--- src/rtl/eth_tx_pkt_reader.sv ---
// TX packet reader: pops one queued packet from a FWFT byte FIFO and emits a GMII frame
// (preamble, SFD, payload, optional pad, inter-frame gap). Macro TX_PAD_EN enables padding.
module eth_tx_pkt_reader #(
  parameter int PREAMBLE_LEN = 7,
  parameter int IFG_CYCLES   = 12
`ifdef TX_PAD_EN
  ,
  parameter int MIN_FRAME    = 60,
  parameter int CNT_W        = 11
`endif
) (
  input  logic       eth_tx_clk,
  input  logic       rst,
  input  logic [1:0] bf_in_buffer_ready,
  input  logic [7:0] fifo_rd_data,
  input  logic       fifo_rd_last,
  input  logic       fifo_rd_empty,
  output logic       fifo_rd_en,
  output logic [7:0] gmii_txd,
  output logic       gmii_tx_en,
  output logic       bf_out_pct_txed,
  output logic       tx_underrun,
  output logic       busy
);

  typedef enum logic [2:0] {
    IDLE,
    PRE,
    SFD,
    DATA,
`ifdef TX_PAD_EN
    PAD,
`endif
    IFG
  } state_t;

  localparam int PRE_W = $clog2(PREAMBLE_LEN + 1);
  localparam int IFG_W = $clog2(IFG_CYCLES + 1);
  localparam logic [PRE_W-1:0] PRE_LAST = PRE_W'(PREAMBLE_LEN - 1);
  // The IDLE cycle that re-samples the ready count is the last gap cycle, so
  // IFG itself lasts one cycle less and frames are exactly IFG_CYCLES apart.
  localparam logic [IFG_W-1:0] IFG_LAST = IFG_W'(IFG_CYCLES - 2);

  state_t           state, state_d;
  logic [PRE_W-1:0] pre_cnt, pre_cnt_d;
  logic [IFG_W-1:0] ifg_cnt, ifg_cnt_d;
  logic             frame_bad, frame_bad_d;
  logic [7:0]       txd_d;
  logic             tx_en_d, pct_d, und_d, pop;

`ifdef TX_PAD_EN
  localparam logic [CNT_W-1:0] CNT_MAX = '1;
  localparam logic [CNT_W-1:0] MIN_CNT = CNT_W'(MIN_FRAME);

  logic [CNT_W-1:0] byte_cnt, byte_cnt_d, byte_cnt_inc;

  assign byte_cnt_inc = (byte_cnt == CNT_MAX) ? byte_cnt : byte_cnt + 1'b1;
`endif

  // A pop in the reset cycle would discard a byte the next frame still needs.
  assign fifo_rd_en = pop & ~rst;
  assign busy       = (state != IDLE);

  always_comb begin
    // NOTE: every variable gets a default before the case so no path leaves it
    // unassigned; a missing default would infer a latch.
    state_d     = state;
    pre_cnt_d   = pre_cnt;
    ifg_cnt_d   = '0;
    frame_bad_d = frame_bad;
    txd_d       = 8'h00;
    tx_en_d     = 1'b0;
    pct_d       = 1'b0;
    und_d       = 1'b0;
    pop         = 1'b0;
`ifdef TX_PAD_EN
    byte_cnt_d  = byte_cnt;
`endif
    case (state)
      IDLE: begin
        pre_cnt_d   = '0;
        frame_bad_d = 1'b0;
        if (bf_in_buffer_ready != 2'd0) state_d = PRE;
      end
      PRE: begin
        txd_d     = 8'h55;
        tx_en_d   = 1'b1;
        pre_cnt_d = pre_cnt + 1'b1;
        if (pre_cnt == PRE_LAST) state_d = SFD;
      end
      SFD: begin
        txd_d   = 8'hD5;
        tx_en_d = 1'b1;
`ifdef TX_PAD_EN
        byte_cnt_d = '0;
`endif
        state_d = DATA;
      end
      DATA: begin
        if (fifo_rd_empty) begin
          und_d       = 1'b1;
          frame_bad_d = 1'b1;
          state_d     = IFG;
        end else begin
          pop     = 1'b1;
          txd_d   = fifo_rd_data;
          tx_en_d = 1'b1;
`ifdef TX_PAD_EN
          byte_cnt_d = byte_cnt_inc;
          if (fifo_rd_last) state_d = (byte_cnt_inc < MIN_CNT) ? PAD : IFG;
`else
          if (fifo_rd_last) state_d = IFG;
`endif
        end
      end
`ifdef TX_PAD_EN
      PAD: begin
        tx_en_d    = 1'b1;
        byte_cnt_d = byte_cnt_inc;
        if (byte_cnt_inc >= MIN_CNT) state_d = IFG;
      end
`endif
      IFG: begin
        pct_d     = (ifg_cnt == '0) && !frame_bad;
        ifg_cnt_d = ifg_cnt + 1'b1;
        if (ifg_cnt == IFG_LAST) state_d = IDLE;
      end
      default: state_d = IDLE;
    endcase
  end

  always_ff @(posedge eth_tx_clk) begin
    // NOTE: non-blocking assignments so every register samples pre-edge values.
    if (rst) begin
      state           <= IDLE;
      pre_cnt         <= '0;
      ifg_cnt         <= '0;
      frame_bad       <= 1'b0;
      gmii_txd        <= 8'h00;
      gmii_tx_en      <= 1'b0;
      bf_out_pct_txed <= 1'b0;
      tx_underrun     <= 1'b0;
`ifdef TX_PAD_EN
      byte_cnt        <= '0;
`endif
    end else begin
      state           <= state_d;
      pre_cnt         <= pre_cnt_d;
      ifg_cnt         <= ifg_cnt_d;
      frame_bad       <= frame_bad_d;
      gmii_txd        <= txd_d;
      gmii_tx_en      <= tx_en_d;
      bf_out_pct_txed <= pct_d;
      tx_underrun     <= und_d;
`ifdef TX_PAD_EN
      byte_cnt        <= byte_cnt_d;
`endif
    end
  end

endmodule

--- config.mk ---
export PLATFORM = sky130hd
export DESIGN_NAME = eth_tx_pkt_reader
export DESIGN_NICKNAME = d
export VERILOG_FILES = /design/src/rtl/eth_tx_pkt_reader.sv
export SDC_FILE = /design/constraint.sdc
export NUM_CORES = 1
export LEC_CHECK = 0
export CORE_MARGIN = 2
export CORE_UTILIZATION = 45
export DETAILED_ROUTE_END_ITERATION = 6
export PLACE_DENSITY_LB_ADDON = 0.15
export RECOVER_POWER = 100
export SYNTH_ARGS = -nofsm -noshare
export SYNTH_HDL_FRONTEND = slang
export SYNTH_SLANG_ARGS = --single-unit
--- constraint.sdc ---
create_clock -name eth_tx_clk -period 3.23 [get_ports eth_tx_clk]
set_input_delay 0.646 -clock eth_tx_clk [delete_from_list [all_inputs] [get_ports eth_tx_clk]]
set_output_delay 0.646 -clock eth_tx_clk [all_outputs]
set_load 0.005 [all_outputs]
# == Yosys cells after proc, flatten, opt, wreduce, memory -nomap -nowiden ==
# Index checks and enable logic that the tools add are counted.
# totals
register_bits,22
inputBits,14
output_inout_bits,13
elab_cells,53
# classes
add_sub_neg,2
eq_ne,11
n_mux,15
bitwise_logic,4
reduce_logical,13
# op_table
op,n
$pmux W8 S3,1
$mux W3,5
$pmux W3 S5,1
$mux W8,1
$ne A2 B2 Y1 const B,4
$eq A3 B2 Y1 const B,2
$eq A3 B3 Y1 const B,2
$pmux W3 S2,1
$reduce_bool A2 Y1,3
$reduce_or A2 Y1,3
$add A4 B1 Y4 const B,1
$eq A4 B4 Y1 const B,1
$logic_not A4 Y1,1
$mux W1,4
$pmux W1 S2,2
$reduce_and A4 Y1,1
$add A3 B1 Y3 const B,1
$eq A3 B1 Y1 const B,1
$logic_not A3 Y1,1
$ne A3 B3 Y1 const B,1
$not A1 Y1,3
$reduce_bool A3 Y1,1
$reduce_and A2 Y1,1
$and A1 B1 Y1,1
other kinds (2),2

# == Depth between registers and ports, before layout ==
# Gate-level depths: netlist of the first run.
# depth
ltp_word,3
ltp_mapped,6
mapped_depth_nobuf,6

# == Least setup slack after synthesis of the first run ==
# OpenSTA, ideal clock, no wires.
# synth_timing
path_type,input to output
start,input rst
end,output fifo_rd_en
arrival_time_ns,1.074
required_time_ns,2.584
slack_ns,1.510
stages,2
n_path_buf,0
path_cell_list,nor2_1 and2_1
# synth_via
elab_chain_len,2
# synth_lines
item,line,source
"start, declared",13,"input logic rst,"
$not A1 Y1,61,assign fifo_rd_en = pop & ~rst;
$and A1 B1 Y1,61,
"end, declared",18,"output logic fifo_rd_en,"
# No other way between the ends.

# == Final worst setup path of the first run ==
# layout_timing
start,input fifo_rd_empty
end,output fifo_rd_en
# layout_via
elab_chain_len,3
# layout_lines
item,line,source
"start, declared",17,"input logic fifo_rd_empty,"
$mux W1,100,if (fifo_rd_empty) begin
$mux W1,79,case (state)
$and A1 B1 Y1,61,
# No other way between the ends.

==> impl_table.tex, run 1 <==
\begin{tabular}{lr}
\hline
Metric & Value \\
\hline
\multicolumn{2}{l}{\textbf{Cells and area}} \\
\quad Number of filler cells placed in the layout & around 180 \\
\quad Post-route core utilization & 0.630 \\
\quad Post-layout nets & between 100 and 150 \\
\quad Leading cell type in the layout, fill and taps excluded & sky130\_fd\_sc\_hd\_\_dfxtp\_1 \\
\quad N\_diodes & 0 \\
\quad Highest-count cells in the layout ignoring fill and taps & 22 x sky130\_fd\_sc\_hd\_\_dfxtp\_1, 13 x sky130\_fd\_sc\_hd\_\_clkdlybuf4s50\_1, 13 x sky130\_fd\_sc\_hd\_\_dlygate4sd3\_1, 9 x sky130\_fd\_sc\_hd\_\_nor2\_1, 8 x sky130\_fd\_sc\_hd\_\_o21ai\_0 \\
\quad Post-synthesis to final-layout area growth & 33.5\% \\
\quad Fraction of layout instances using a drive strength above 1 & 0.0400 \\
\multicolumn{2}{l}{\textbf{Yosys}} \\
\quad Synthesis-stage register bit count & 22 \\
\quad Most common flop cell mapped by yosys & sky130\_fd\_sc\_hd\_\_dfxtp\_1 \\
\quad Netlist area before placement & 907 sq um \\
\quad Post-synthesis area per instance & $\sim$9.4 sq um \\
\quad Number of enable flip-flop cells after synthesis & 0 \\
\quad Async SR Flop Fraction & 0 \\
\quad Unique masters post-synth & 27 \\
\quad Yosys warning total & 0 \\
\quad Part of the Yosys area used for sequential elements & 0.486 \\
\quad Syn\_nets & 116 \\
\quad Post-Synthesis Cells & just under 100 \\
\multicolumn{2}{l}{\textbf{Global routing}} \\
\quad Initial antenna violation count & 0 \\
\quad First-pass GRT wire length & $\sim$3 mm \\
\quad Number of global-route vias before repair & between 700 and 800 \\
\quad GR Util All Layers & 0.162 \\
\quad Aggregate global routing overflow & 0 \\
\quad Pin count of the biggest net entering global routing & 14 \\
\multicolumn{2}{l}{\textbf{Worst setup path}} \\
\quad Maximum fanout along the worst path & 7 \\
\quad Setup crit start kind & primary input \\
\quad Cells traversed along the worst timing path & dlygate4sd3\_1 > and3b\_1 > and2\_0 > clkdlybuf4s50\_1 \\
\quad Critical Path Sink Type & output port \\
\quad Worst path slowest cell & sky130\_fd\_sc\_hd\_\_dlygate4sd3\_1 \\
\quad Crit path DAT & about 2.2 ns \\
\quad Worst path top cell family by delay & buffers and inverters \\
\quad Largest stage delay on the critical path & roughly 0.61 ns \\
\quad Classification of the worst setup path & primary input to output port \\
\quad Critical Path RT & $\sim$2.6 ns \\
\quad Worst path buffer plus inverter count & 2 \\
\multicolumn{2}{l}{\textbf{Floorplan}} \\
\quad Die width & approximately 49 um \\
\quad Floorplan row count & 16 \\
\quad Height of the die & just under 50 um \\
\quad Standard cell core area & 0.00192 sq mm \\
\quad Io pins & 27 \\
\quad Starting Density & 0.472 \\
\quad Die outline area & around 0.0024 sq mm \\
\multicolumn{2}{l}{\textbf{CTS}} \\
\quad Clock Tree Root & sky130\_fd\_sc\_hd\_\_clkbuf\_4 \\
\quad Clock-pin slew on the worst setup and hold paths & 0.11 ns \\
\quad Clock tree from TritonCTS & done \\
\quad Hold bufs inserted after CTS & 0 \\
\quad Clock latency reported for the late side of the worst-skew pair & 0.30 ns \\
\quad Clock buffer depth & 2 \\
\quad H-tree depth reported by CTS & 1 \\
\quad Post-CTS sizing & 0 \\
\quad Postcts setup bufs & 0 \\
\quad Number of buffers inserted during clock tree synthesis & 3 \\
\quad Clock sink count & 22 \\
\multicolumn{2}{l}{\textbf{Power and ir drop}} \\
\quad Worst VDD drop & between 0.0002 and 0.0003 V \\
\quad Power per unit of standard cell area & 488 mW/mm\^{}2 \\
\quad P\_leak & around 0.53 nW \\
\multicolumn{2}{l}{\textbf{STA}} \\
\quad Count of pins over their slew limit & 0 \\
\quad PnR worst setup slack & between 0.3 and 0.4 ns \\
\quad Worst Clk Skew & between 0.004 and 0.005 ns \\
\quad Final setup vio count & 0 \\
\quad Total Neg Setup Slack & 0 ns \\
\quad Minimum period implied by the final worst setup slack & 2.89 ns \\
\quad Slew @ Worst Pin & between 0.3 and 0.4 ns \\
\quad Achievable frequency & 347 MHz \\
\quad Count of endpoints failing hold in the final timing report & 0 \\
\quad Max transition margin & 0.739 \\
\quad Unrepaired setup endpoints after global routing & false \\
\quad Portion of the clock cycle consumed by the worst path in the final layout & 0.893 \\
\multicolumn{2}{l}{\textbf{Placement}} \\
\quad DP Wirelength & 1.21 mm \\
\quad Buffers added on ports & 26 \\
\quad Routability congestion estimate & 0.727 \\
\quad Placement Setup Slack & around 0.44 ns \\
\multicolumn{2}{l}{\textbf{Status}} \\
\quad Status & finished, final reports clean \\
\multicolumn{2}{l}{\textbf{Routing}} \\
\quad Pre-antenna DRT Iters & 4 \\
\quad Count of nets left with antenna violations after detail routing & 0 \\
\quad Total number of vias & roughly 740 \\
\quad Detailed Route WL & around 1.6 mm \\
\quad Via-per-instance ratio & around 4.8 \\
\quad Initial DRC Count & 7 \\
\quad Avg WL per Cell & around 10 um \\
\quad Drt drc & 0 \\
\multicolumn{2}{l}{\textbf{Hold path}} \\
\quad Worst hold-check path type & flip-flop to flip-flop \\
\multicolumn{2}{l}{\textbf{Flow run}} \\
\quad Number of maximum-capacitance constraint violations & 0 \\
\hline
\end{tabular}
==> Yosys cell counts (2+ instances only) <==
| library cell | instances | area share |
|---|---|---|
| sky130_fd_sc_hd__dfxtp_1 | 22 | 0.49 |
| sky130_fd_sc_hd__nor2_1 | 9 | 0.037 |
| sky130_fd_sc_hd__o21ai_0 | 8 | 0.044 |
| sky130_fd_sc_hd__a21oi_1 | 7 | 0.039 |
| sky130_fd_sc_hd__and3_1 | 6 | 0.041 |
| sky130_fd_sc_hd__inv_1 | 6 | 0.025 |
| sky130_fd_sc_hd__nand2b_1 | 6 | 0.041 |
| sky130_fd_sc_hd__ha_1 | 5 | 0.069 |
| sky130_fd_sc_hd__nand2_1 | 5 | 0.021 |
| sky130_fd_sc_hd__nand3_1 | 3 | 0.017 |
| sky130_fd_sc_hd__buf_2 | 2 | 0.011 |
| sky130_fd_sc_hd__nand3b_1 | 2 | 0.017 |
| sky130_fd_sc_hd__xor2_1 | 2 | 0.019 |
==> cell families after synthesis <==
family	Yosys count	synth area share
buffers and inverters	9	0.0441
flip-flops	22	0.486
AO/OA/AOI/OAI	18	0.119
XOR/XNOR	3	0.0290
multiplexers	1	0.0110
AND/OR/NAND/NOR	39	0.243
adder cells (fa/ha/maj)	5	0.0690
==> power breakdown <==
part / internal (mW) / total [mW] / leakage, nW / switching, mW
logic: 0.0719 / 0.121 / 0.329 / 0.0493
clock network: 0.0688 / 0.148 / 0.0210 / 0.0787
registers: 0.298 / 0.323 / 0.179 / 0.0247
total: 0.439 / 0.592 / 0.529 / 0.153
==> worst reg2reg max path: stages, from the launching register on <==
cell and delay [ns]:
sky130_fd_sc_hd__dfxtp_1 0.58, sky130_fd_sc_hd__nor2_1 0.15, sky130_fd_sc_hd__a32oi_1 0.30, sky130_fd_sc_hd__o21ai_0 0.12
sky130_fd_sc_hd__and3_1 0.19
==> cell type report <==
| type | instances | area, sq um | area share |
|---|---|---|---|
| Sequential cell | 22 | 440 | 0.364 |
| Multi-Input combinational cell | 66 | 414 | 0.342 |
| Timing Repair Buffer | 27 | 264 | 0.218 |
| Clock buffer | 4 | 36.3 | 0.0300 |
| Tap cell | 27 | 33.8 | 0.0279 |
| Inverter | 6 | 22.5 | 0.0186 |
==> stage by stage <==
stage	total power, mW	hold slack (ns)	instances	instance area [sq um]
final	0.592	0.441	152	1210
after global routing	0.630	0.467	152	1210
after CTS	0.613	0.450	152	1230
after detailed placement	0.466	0.433	148	1190
after global placement	0.463	0.419	148	1190
after floorplan	0.397	0.397	97	907
==> final timing paths <==
check / endpoint / startpoint / slack, ns / cells after the start
max: fifo_rd_en / fifo_rd_empty / 0.34 / 4
min: bf_out_pct_txed$_SDFF_PP0_ / frame_bad$_SDFFE_PP0P_ / 0.44 / 1
max reg2reg: state[0]$_SDFFE_PP0P_ / state[1]$_SDFFE_PP0P_ / 1.80 / 4
min reg2reg: bf_out_pct_txed$_SDFF_PP0_ / frame_bad$_SDFFE_PP0P_ / 0.44 / 1
==> layer usage <==
metal,up-vias,track usage,routed length [um],part of all wire
li1,386,-,-,-
met1,329,0.186,714,0.45
met4,0,0.0857,27,0.017
met5,-,0,0,0
met2,17,0.274,769,0.48
met3,4,0.0429,80,0.050
==> state kept, by name, summed over array words and instances, names as in the netlist <==
name	cells
bf_out_pct_txed	1
frame_bad	1
gmii_tx_en	1
gmii_txd	8
ifg_cnt	4
pre_cnt	3
state	3
tx_underrun	1
Power figures use the tool's default switching activity.
==> run 2, diff against run 1 <==
--- a/config.mk
+++ b/config.mk
@@ -10,6 +10,7 @@
 export DETAILED_ROUTE_END_ITERATION = 6
 export PLACE_DENSITY_LB_ADDON = 0.15
 export RECOVER_POWER = 100
+export SLEW_MARGIN = 40
 export SYNTH_ARGS = -nofsm -noshare
 export SYNTH_HDL_FRONTEND = slang
 export SYNTH_SLANG_ARGS = --single-unit
==> results of run 2 <==
Final layout, timing and power as in run 1 (identical DEF).
